$ cat src/rtl/uart_tx_arbiter.sv
// Round-robin arbiter sharing one UART byte transmitter.
// Grants a whole message, with registered output and stall watchdog.
`timescale 1ns/1ps
module uart_tx_arbiter #(
  parameter int NUM_REQ      = 4,
  parameter int STALL_CYCLES = 65535
) (
  input  logic                 clk,
  input  logic                 rst_n,
  input  logic [NUM_REQ-1:0]   req_valid,
  input  logic [8*NUM_REQ-1:0] req_data,
  input  logic [NUM_REQ-1:0]   req_last,
  output logic [NUM_REQ-1:0]   req_ready,
  output logic                 tx_valid,
  output logic [7:0]           tx_data,
  input  logic                 tx_ready,
  output logic [2:0]           grant_id,
  output logic                 busy,
  output logic                 stall_err
);

  typedef enum logic [1:0] {
    IDLE,
    GRANT,
    DRAIN
  } state_t;

  localparam logic [23:0] STALL_LIM =
    24'(STALL_CYCLES);

  state_t      state;
  logic [23:0] stallCnt;
  logic [2:0]  rrPtr;
  logic [2:0]  pick;
  logic [3:0]  idx;
  logic [7:0]  vPad;
  logic [7:0]  lPad;
  logic [63:0] dPad;
  logic [7:0]  selByte;
  logic        selValid;
  logic        selLast;
  logic        slotFree;
  logic        canTake;
  logic        accept;
  logic        anyReq;

  assign vPad = 8'(req_valid);
  assign lPad = 8'(req_last);
  assign dPad = 64'(req_data);

  assign selValid = vPad[grant_id];
  assign selLast  = lPad[grant_id];
  assign selByte  = dPad[{grant_id, 3'b000} +: 8];

  assign slotFree = !tx_valid || tx_ready;
  assign canTake  = (state == GRANT) && slotFree;
  assign accept   = canTake && selValid;
  assign anyReq   = |req_valid;

  assign req_ready = canTake ?
    NUM_REQ'(8'd1 << grant_id) : '0;

  // Walk from farthest to nearest so the
  // source right after rrPtr wins.
  always_comb begin
    pick = rrPtr;
    idx  = '0;
    for (int i = NUM_REQ; i >= 1; i--) begin
      idx = {1'b0, rrPtr} + 4'(i);
      if (idx >= 4'(NUM_REQ))
        idx = idx - 4'(NUM_REQ);
      if (vPad[idx[2:0]])
        pick = idx[2:0];
    end
  end

  always_ff @(posedge clk or negedge rst_n) begin
    if (!rst_n) begin
      state     <= IDLE;
      stallCnt  <= '0;
      rrPtr     <= 3'(NUM_REQ - 1);
      grant_id  <= '0;
      busy      <= 1'b0;
      stall_err <= 1'b0;
      tx_valid  <= 1'b0;
      tx_data   <= '0;
    end else begin
      stall_err <= 1'b0;
      if (accept) begin
        tx_valid <= 1'b1;
        tx_data  <= selByte;
      end else if (tx_ready) begin
        tx_valid <= 1'b0;
      end
      unique case (state)
        IDLE: begin
          if (anyReq) begin
            grant_id <= pick;
            rrPtr    <= pick;
            stallCnt <= '0;
            busy     <= 1'b1;
            state    <= GRANT;
          end
        end
        GRANT: begin
          if (accept && selLast) begin
            stallCnt <= '0;
            state    <= DRAIN;
          end else if (selValid) begin
            stallCnt <= '0;
          end else if (stallCnt + 24'd1
                       == STALL_LIM) begin
            stallCnt  <= '0;
            stall_err <= 1'b1;
            state     <= DRAIN;
          end else begin
            stallCnt <= stallCnt + 24'd1;
          end
        end
        DRAIN: begin
          if (slotFree) begin
            busy  <= 1'b0;
            state <= IDLE;
          end
        end
        default: begin
          busy  <= 1'b0;
          state <= IDLE;
        end
      endcase
    end
  end

endmodule

$ cat config.mk
export PLATFORM = sky130hd
export DESIGN_NAME = uart_tx_arbiter
export DESIGN_NICKNAME = d
export VERILOG_FILES = /design/src/rtl/uart_tx_arbiter.sv
export SDC_FILE = /design/constraint.sdc
export NUM_CORES = 1
export LEC_CHECK = 0
export BUFFER_PORTS_ARGS = -buffer_cell sky130_fd_sc_hd__buf_4
export CORE_MARGIN = 2
export CORE_UTILIZATION = 31
export DETAILED_ROUTE_END_ITERATION = 8
export SYNTH_ARGS = -nofsm -noshare
export SYNTH_HDL_FRONTEND = slang
export SYNTH_SLANG_ARGS = --single-unit
$ cat constraint.sdc
create_clock -name clk -period 4.2 [get_ports clk]
set_clock_uncertainty 0.05 [all_clocks]
set_input_delay 0.42 -clock clk [delete_from_list [all_inputs] [get_ports clk]]
set_output_delay 0.42 -clock clk [all_outputs]
set_load 0.005 [all_outputs]
==> out/qor.yml, run 1 <==
layout:
  antenna_cells: 0
  multi_input_area_um2: 2097
  stdcell_count: 558
  drive_gt1_share_pct: 25.59
  final_common_cell: "buf_4"
  fin_nets: 469
  fillCellCount: 1031
  most-common-layout-cells: "buf_4 (68), dfrtp_1 (40), nand2_1 (32)"
  area_growth_pct: 18.68
  seqCellArea_um2: 1054
route:
  drc: 0
  num_vias: 3191
  wl_per_cell_um: 15.94
  dr.pass1.iters: 5
  ant_nets: 0
  drt_iter0_markers: 171
  routed_wl_um: 8895
  routed_via_density: 5.719
power_and_ir_drop:
  switching_share_pct: 38.60
  pwr_density_cell_nw_per_um2: 463.7
  p_sw_uw: 712.9
  comb_power_share_pct: 46.5
  p_leak_uw: 0.001579
  finalPower_uw: 1847
  share_seq_of_total_power_pct: 35.3
  vdd_ir_drop_max_mv: 0.2470
  pwr-share-clk_pct: 18.3
  internal-power_uw: 1134
sta:
  hold_violations: 0
  post-route-min-period_ns: 3.773
  setup_viol: 0
  fin_tns_setup_ns: 0
  maxSlewHeadroom_pct: 33.84
  fmax_mhz: 265.0
  rsz0062_at_grt: "no"
  drv_slew: 0
  worst_slack_ns: 0.4266
  fin_crit_sh_pct: 89.84
  tightestPinTransition_ns: 0.9925
yosys:
  async_flop_share_pct: 100.0
  synth_top_area_share_pct: 29.83
  synth_edf_count: 0
  synth_cells: 383
  synthFlopType: "dfrtp_1"
  avgSynthCellArea_um2: 8.762
  ys_seq_area_share_pct: 31.39
  yosysTopAreaCell: "dfrtp_1"
  yosysUniqueCellTypes: 68
  synth_warnings: 0
  syn_area_um2: 3356
  yosys-top-cells-area: "dfrtp_1 (30%), mux4_2 (6.7%), o21ai_0 (4.2%), nand3_1 (3.9%), mux2_2 (3.7%)"
  synth_nets: 431
  ys_ff_latch: 42
worst_setup_path:
  critPathMaxFanout: 16
  cpPeakStageDelay_ns: 0.85
  arrival_ns: 3.92
  crit_type: "reg -> reg"
  worstPathRequired_ns: 4.35
  cp-start-kind: "flip-flop"
  end_kind: "flip-flop"
  critPathCapture: "state[0]"
  crit_start: "stallCnt[9]"
  worst_path_most_repeated_cell: "or4_1"
  rrSetupSlack_ns: 0.43
  crit_buf_inv: 0
  cp_slowest_cell: "or4_1"
  reg2reg_depth: 7
  cp_top_family: "simple AND/OR/NAND/NOR gates"
  cp_num_cells: 7
  regToRegStartpoint: "stallCnt[9]"
  worstPathCellList: "nand4_4, or4_1, xnor2_2, or4b_1, or4_1, o311a_1, o21ba_1"
  r2r-end: "state[0]"
place:
  dp_hpwl_um: 6355
  place_congestion: 0.8589
  dp.cells: 550
  place_ws_ns: 0.4696
  port_buffers: 60
global_routing:
  grt_overflow: 0
  grt_pass1_vias: 3139
  grt_usage_pct: 15.99
  grt_max_degree: 43
  grt_pass1_wl_um: 15260
  antenna_found_initial: 0
clocking:
  cts_resized: 0
  holdBufCountCts: 0
  numCtsBuffers: 5
  path_clk_slew_ns: 0.09
  worstSkewPairLatency_ns: 0.30
  cts.root.buffer_cell: "clkbuf_8"
  post_cts_buffers: 0
  clockBufferDepth: 2
  cts_tree: "yes"
  h-tree-depth: 2
  clock-sinks: 42
floorplan:
  die_w_um: 108.0
  core_region_area_um2: 10420
  io_pins: 61
  initial_core_util_pct: 32.22
  die-area_um2: 11670
  fp-row-count: 37
  die_h_um: 108.0
status:
  status: "completed"
run:
  cap_viol_max_count: 0
hold_path:
  hold_class: "in -> async"
-- state kept, by name, indices dropped and copies added, names as in the netlist --
name,flops
tx_data,8
stallCnt,24
tx_valid,1
busy,1
grant_id,3
stall_err,1
state,2
rrPtr,2
-- how the worst min path moves through the flow --
stage,slack [ns],to,from
final,0.05,stallCnt[12],rst_n
after global routing,0.1,stallCnt[12],rst_n
after CTS,0.07,stallCnt[12],rst_n
after detailed placement,0.41,stallCnt[11],rst_n
after global placement,0.40,stallCnt[10],rst_n
after floorplan,0.07,busy,rst_n
-- cells in the mapped netlist (2+ instances only) --
| library cell | instances |
|---|---|
| nor2b_1 | 5 |
| o21a_1 | 4 |
| a221oi_1 | 6 |
| o31ai_1 | 9 |
| xnor2_1 | 7 |
| nor2_1 | 25 |
| o22ai_1 | 2 |
| nand3b_1 | 5 |
| or3_1 | 4 |
| o31a_1 | 2 |
| nor4_1 | 6 |
| o41ai_1 | 5 |
| dfrtp_1 | 40 |
| inv_1 | 11 |
| a31oi_1 | 7 |
| nand3_1 | 26 |
| nor3_1 | 13 |
| a211oi_1 | 2 |
| buf_4 | 3 |
| nand4_1 | 7 |
| and3_1 | 5 |
| mux4_2 | 10 |
| dfstp_2 | 2 |
| mux2i_1 | 4 |
| mux2_2 | 11 |
| a32o_1 | 2 |
| nand2b_1 | 6 |
| ha_1 | 5 |
| buf_1 | 2 |
| a21oi_1 | 9 |
| a21boi_0 | 2 |
| or4_1 | 5 |
| and4_1 | 2 |
| buf_2 | 8 |
| o21ai_0 | 28 |
| nand2_1 | 32 |
| a41oi_1 | 6 |
| clkbuf_1 | 22 |
| nor4b_1 | 3 |
| o211ai_1 | 2 |
-- per-stage QoR --
stage / util (%) / cell area [µm²] / hold slack, ns
global route: 38.23 / 3983 / 0.09896
global placement: 37.18 / 3872 / 0.4019
finish: 38.23 / 3983 / 0.05271
CTS: 38.23 / 3983 / 0.06722
floorplan: - / 3356 / 0.07441
detailed placement: 37.18 / 3872 / 0.4052
-- cells by family after synthesis --
family | Yosys count | share of synthesized area, %
buffers and inverters | 48 | 6.264
XOR/XNOR | 8 | 2.312
AND/OR/NAND/NOR | 152 | 24.91
AO/OA/AOI/OAI | 103 | 21.66
multiplexers | 25 | 11.60
adder cells (fa/ha/maj) | 5 | 1.864
flip-flops | 42 | 31.39
-- power by group through the flow --
stage	sequential, µW	combinational [µW]	clock [µW]
6_report	651	858	337
3_5_place_dp	658	865	0
2_1_floorplan	568	669	0
4_1_cts	654	863	348
5_1_grt	678	948	357
3_3_place_gp	660	847	0
-- routing by layer --
metal / vias to the layer above / track usage (%) / routed length [µm]
li1: 1541 / - / -
met1: 1522 / 21.72 / 4161
met2: 119 / 26.64 / 4120
met3: 9 / 2.230 / 522
met4: 0 / 4.396 / 90
met5: - / 0 / 0
-- final cells by class --
type | instances | area share [%]
Inverter | 11 | 1.037
Multi-Input combinational cell | 293 | 52.65
Timing Repair Buffer | 68 | 12.82
Sequential cell | 42 | 26.45
Clock buffer | 6 | 1.822
Tap cell | 136 | 4.273
Clock inverter | 2 | 0.9425
-- worst reg2reg max path: stages (launching register included) --
cell and delay, ns:
dfrtp_1 0.56, nand4_4 0.21, or4_1 0.73, xnor2_2 0.21, or4b_1 0.43, or4_1 0.85, o311a_1 0.44, o21ba_1 0.19
Note: power is estimated with default switching activity, not from simulation.
==> run 2, diff against run 1 <==
- GPL_TIMING_DRIVEN: unset -> 0
- clock period: 4.2 -> 4.3 ns (I/O delays scaled with it)
==> run 2 against run 1 <==
Against the previous run:
- cell count is 5.2% higher
- sequential power is 14% lower
- core utilization is 1.1 points higher
- fmax is 0.98% higher
- critical path depth is 3 higher
==> out/qor.yml, run 2 (synthesized netlist as in run 1, its figures left out) <==
status:
  status: "completed"
sta:
  hold_violations: 0
  setup_viol: 0
  fin_tns_setup_ns: 0
  rsz0062_at_grt: "no"
  tightestPinTransition_ns: 1.084
  post-route-min-period_ns: 3.737
  maxSlewHeadroom_pct: 27.17
  fmax_mhz: 267.6
  fin_crit_sh_pct: 86.90
  drv_slew: 0
  hold_slack_ns: 0.06413
layout:
  drive_gt1_share_pct: 24.83
  area_growth_pct: 21.96
  final_common_cell: "buf_4"
  fillCellCount: 1036
  fin_nets: 498
  most-common-layout-cells: "buf_4 (63), dfrtp_1 (40), nand2_1 (32)"
  largest_register_ffs: 24
  reg_top3: "stallCnt: 24 flops, tx_data: 8 flops, grant_id: 3 flops"
  antenna_cells: 0
  top_register: "stallCnt"
clocking:
  holdBufCountCts: 0
  h-tree-depth: 2
  cts_tree: "yes"
  cts.root.buffer_cell: "clkbuf_8"
  post_cts_buffers: 0
  worstSkewPairLatency_ns: 0.30
  clock-sinks: 42
  cts_resized: 0
  numCtsBuffers: 5
  clockBufferDepth: 2
  path_clk_slew_ns: 0.09
global_routing:
  grt_max_degree: 43
  antenna_found_initial: 0
  grt_overflow: 0
  grt_usage_pct: 17.18
  grt_pass1_vias: 3232
  grt_pass1_wl_um: 16070
worst_setup_path:
  crit_type: "reg -> reg"
  r2r-end: "stallCnt[15]"
  regToRegStartpoint: "stallCnt[1]"
  reg2reg_depth: 10
  end_kind: "flip-flop"
  rrSetupSlack_ns: 0.56
  worstPathRequired_ns: 4.42
  cp-start-kind: "flip-flop"
  critPathMaxFanout: 10
  arrival_ns: 3.86
floorplan:
  fp-row-count: 37
  io_pins: 61
  die-area_um2: 11670
  die_h_um: 108.0
  die_w_um: 108.0
  core_region_area_um2: 10420
  initial_core_util_pct: 32.22
route:
  num_vias: 3334
  wl_per_cell_um: 16.52
  top_layer: "met4"
  drc: 0
  dr.pass1.iters: 5
  routed_wl_um: 9697
  routed_via_density: 5.680
  drt_iter0_markers: 161
  ant_nets: 0
  wl_met3_um: 715
  m1WireLength_um: 4332
  wl_met2_um: 4497
power_and_ir_drop:
  p_leak_uw: 0.001638
  internal-power_uw: 1133
  pwr_density_cell_nw_per_um2: 458.0
  p_sw_uw: 741.7
  share_seq_of_total_power_pct: 29.8
  pwr-share-clk_pct: 18.3
  switching_share_pct: 39.57
  comb_power_share_pct: 51.9
  vdd_ir_drop_max_mv: 0.3030
place:
  dp_hpwl_um: 6952
  place_congestion: 0.8973
  port_buffers: 60
run:
  cap_viol_max_count: 0
hold_path:
  hold_class: "in -> async"
## run 2: cell types whose count changed in the layout (fill, tap and decap cells not counted), sizes merged
cell,change
buf,+6
clkbuf,+24
clkinvlp,-1
## run 2: cell type report
class	count	area (µm²)	share of cell area, %
Clock buffer	7	86.33	2.109
Buffer	37	168.9	4.127
Timing Repair Buffer	60	450.4	11.01
Inverter	11	41.29	1.009
Clock inverter	1	30.03	0.7337
Multi-Input combinational cell	293	2092	51.12
Sequential cell	42	1054	25.74
Tap cell	136	170.2	4.158
## run 2: metrics by stage
stage,std cells,utilization [%],total power [µW],setup WS [ns],cell area [µm²]
6_report,587,39.29,1875,0.5631,4093
5_1_grt,587,39.29,2012,0.4102,4093
4_1_cts,587,39.29,1887,0.6427,4093
3_5_place_dp,579,38.17,1540,0.6767,3976
3_3_place_gp,579,38.17,1528,0.7384,3976
2_1_floorplan,383,-,1208,1.156,3356
## run 2: worst max-delay path: stages, from the launching register on
cell and delay, ns:
dfrtp_1 0.57, ha_1 0.39, nand3_1 0.20, nor4_2 0.53, xnor2_1 0.15, or4b_1 0.47
or4_1 0.50, buf_2 0.18, buf_6 0.16, a221oi_1 0.27, o31ai_1 0.12
## run 2: worst max-delay path by stage
| stage | start | endpoint | slack, ns | cells after the start |
|---|---|---|---|---|
| 5_1_grt | stallCnt[1] | stallCnt[15] | 0.41 | 10 |
| 6_report | stallCnt[1] | stallCnt[15] | 0.56 | 10 |
| 2_1_floorplan | stallCnt[10] | state[0] | 1.16 | 10 |
| 4_1_cts | stallCnt[1] | stallCnt[15] | 0.64 | 10 |
| 3_5_place_dp | stallCnt[1] | stallCnt[15] | 0.68 | 10 |
| 3_3_place_gp | stallCnt[1] | stallCnt[15] | 0.74 | 10 |
## run 2: power groups by stage
stage	Sequential [µW]	Combinational, µW	Clock, µW
2_1_floorplan	555	653	0
4_1_cts	558	979	350
3_3_place_gp	562	966	0
3_5_place_dp	563	976	0
6_report	559	972	343
5_1_grt	573	1080	361
## run 2: routing by layer
layer | global-route usage, % | vias to the layer above
li1 | - | 1599
met1 | 23.27 | 1590
met2 | 27.90 | 132
met3 | 3.376 | 13
met4 | 4.945 | 0
met5 | 0 | -
==> run 3, diff against run 2 <==
- GPL_TIMING_DRIVEN: 0 -> unset
==> run 3 against run 2 <==
Against the previous run:
- setup slack better by 0.066 ns
- global-route usage down 0.90 points
- register-to-register slack improved by 0.07 ns
- sequential share of layout area is 0.81 points higher
- cell count fell by 5.3%
- die area is the same
- core utilization down 1.2 points
- power decreased by 4.4%
- first-iteration DRC count rose by 25%
- cell area is 3.1% lower
- non-clock buffer count shrank 31
- critical endpoint unchanged
- highest routed layer unchanged
==> out/qor.yml, run 3 (synthesized netlist as in run 1, its figures left out) <==
sta:
  fin_tns_setup_ns: 0
  worst_slack_ns: 0.6290
  hold_violations: 0
  post-route-min-period_ns: 3.671
  drv_slew: 0
  fin_crit_sh_pct: 85.37
  fmax_mhz: 272.4
  rsz0062_at_grt: "no"
  maxSlewHeadroom_pct: 37.42
  setup_viol: 0
  tightestPinTransition_ns: 0.9302
route:
  drc: 0
  drt_iter0_markers: 201
  routed_via_density: 5.797
  routed_wl_um: 8903
  dr.pass1.iters: 4
  wl_per_cell_um: 16.01
  ant_nets: 0
  num_vias: 3223
power_and_ir_drop:
  p_leak_uw: 0.001568
  pwr_density_cell_nw_per_um2: 451.8
  vdd_ir_drop_max_mv: 0.2743
worst_setup_path:
  critPathMaxFanout: 10
  end_kind: "flip-flop"
  worstPathRequired_ns: 4.42
  arrival_ns: 3.79
  crit_type: "reg -> reg"
  cp-start-kind: "flip-flop"
clocking:
  cts.root.buffer_cell: "clkbuf_8"
  holdBufCountCts: 0
  cts_resized: 0
  numCtsBuffers: 5
  h-tree-depth: 2
  clockBufferDepth: 2
  worstSkewPairLatency_ns: 0.31
  clock-sinks: 42
  cts_tree: "yes"
  path_clk_slew_ns: 0.09
  post_cts_buffers: 0
place:
  place_ws_ns: 0.6568
  port_buffers: 60
  dpl_cell_area_um2: 3857
  dp_hpwl_um: 6343
  dp.cells: 548
  place_congestion: 0.8531
floorplan:
  core_region_area_um2: 10420
  die-area_um2: 11670
  die_h_um: 108.0
  fp-row-count: 37
  initial_core_util_pct: 32.22
  die_w_um: 108.0
  io_pins: 61
layout:
  stdcell_count: 556
  area_growth_pct: 18.23
  largest_register_ffs: 24
  final_area_um2: 3968
  top_register: "stallCnt"
  fin_nets: 467
  antenna_cells: 0
  drive_gt1_share_pct: 25.24
  multi_input_area_um2: 2097
  seqCellArea_um2: 1054
  reg_top3: "stallCnt: 24 flops, tx_data: 8 flops, grant_id: 3 flops"
  final_common_cell: "buf_4"
  most-common-layout-cells: "buf_4 (66), dfrtp_1 (40), nand2_1 (32)"
  fillCellCount: 1043
global_routing:
  grt_overflow: 0
  antenna_found_initial: 0
  grt_max_degree: 43
  grt_usage_pct: 16.28
  grt_pass1_vias: 3100
  grt_pass1_wl_um: 15300
status:
  status: "completed"
hold_path:
  hold_class: "in -> async"
run:
  cap_viol_max_count: 0
## run 3: changes by cell type in the layout (fill, tap and decap cells not counted), sizes merged
cell and change:
clkinvlp +1, buf -8, clkbuf -24
## run 3: per-layer routing
layer  track usage, %  vias up  share of wire [%]
met2            26.10      137                 46
met4            4.762        0                1.3
li1                 -     1532                  -
met5                0        -                  0
met1            22.57     1541                 47
met3            2.773       13                5.9
## run 3: layout make-up
type                       instances  share of cell area (%)
multi-input combinational        293                   52.85
sequential                        42                   26.55
timing repair buffer              66                   12.49
tap                              136                   4.289
clock buffer                       6                   1.829
inverter                          11                   1.041
clock inverter                     2                  0.9461
## run 3: final timing paths
check                       startpoint           end  slack, ns  cells past startpoint
max in group asynchronous        rst_n      state[0]       3.76                      1
setup reg to reg           stallCnt[9]  stallCnt[15]       0.63                      8
hold reg to reg             tx_data[1]    tx_data[1]       0.46                      1
hold / removal                   rst_n   stallCnt[8]       0.05                      1
setup / recovery           stallCnt[9]  stallCnt[15]       0.63                      8
min in group clk              tx_ready      tx_valid       0.41                      3
## run 3: through the flow
step / hold slack, ns / total power, µW / utilization (%)
floorplan: 0.08441 / 1208 / -
global placement: 0.4160 / 1458 / 37.03
detailed placement: 0.4211 / 1481 / 37.03
CTS: 0.08433 / 1815 / 38.09
global route: 0.1096 / 1937 / 38.09
finish: 0.05457 / 1793 / 38.09
## run 3: power breakdown
| part | leakage, µW | switching, µW | internal [µW] |
|---|---|---|---|
| logic | 0.000968 | 385 | 441 |
| clock network | 0.0000514 | 155 | 174 |
| registers | 0.000549 | 150 | 488 |
## run 3: worst max-delay path, cell delays in order (launching register included)
cell and delay (ns):
dfrtp_1 0.57, nand4_4 0.22, or4_1 0.73, xnor2_2 0.20, or4b_1 0.44, or4_1 0.67
buf_4 0.25, a221oi_1 0.28, o31ai_1 0.13
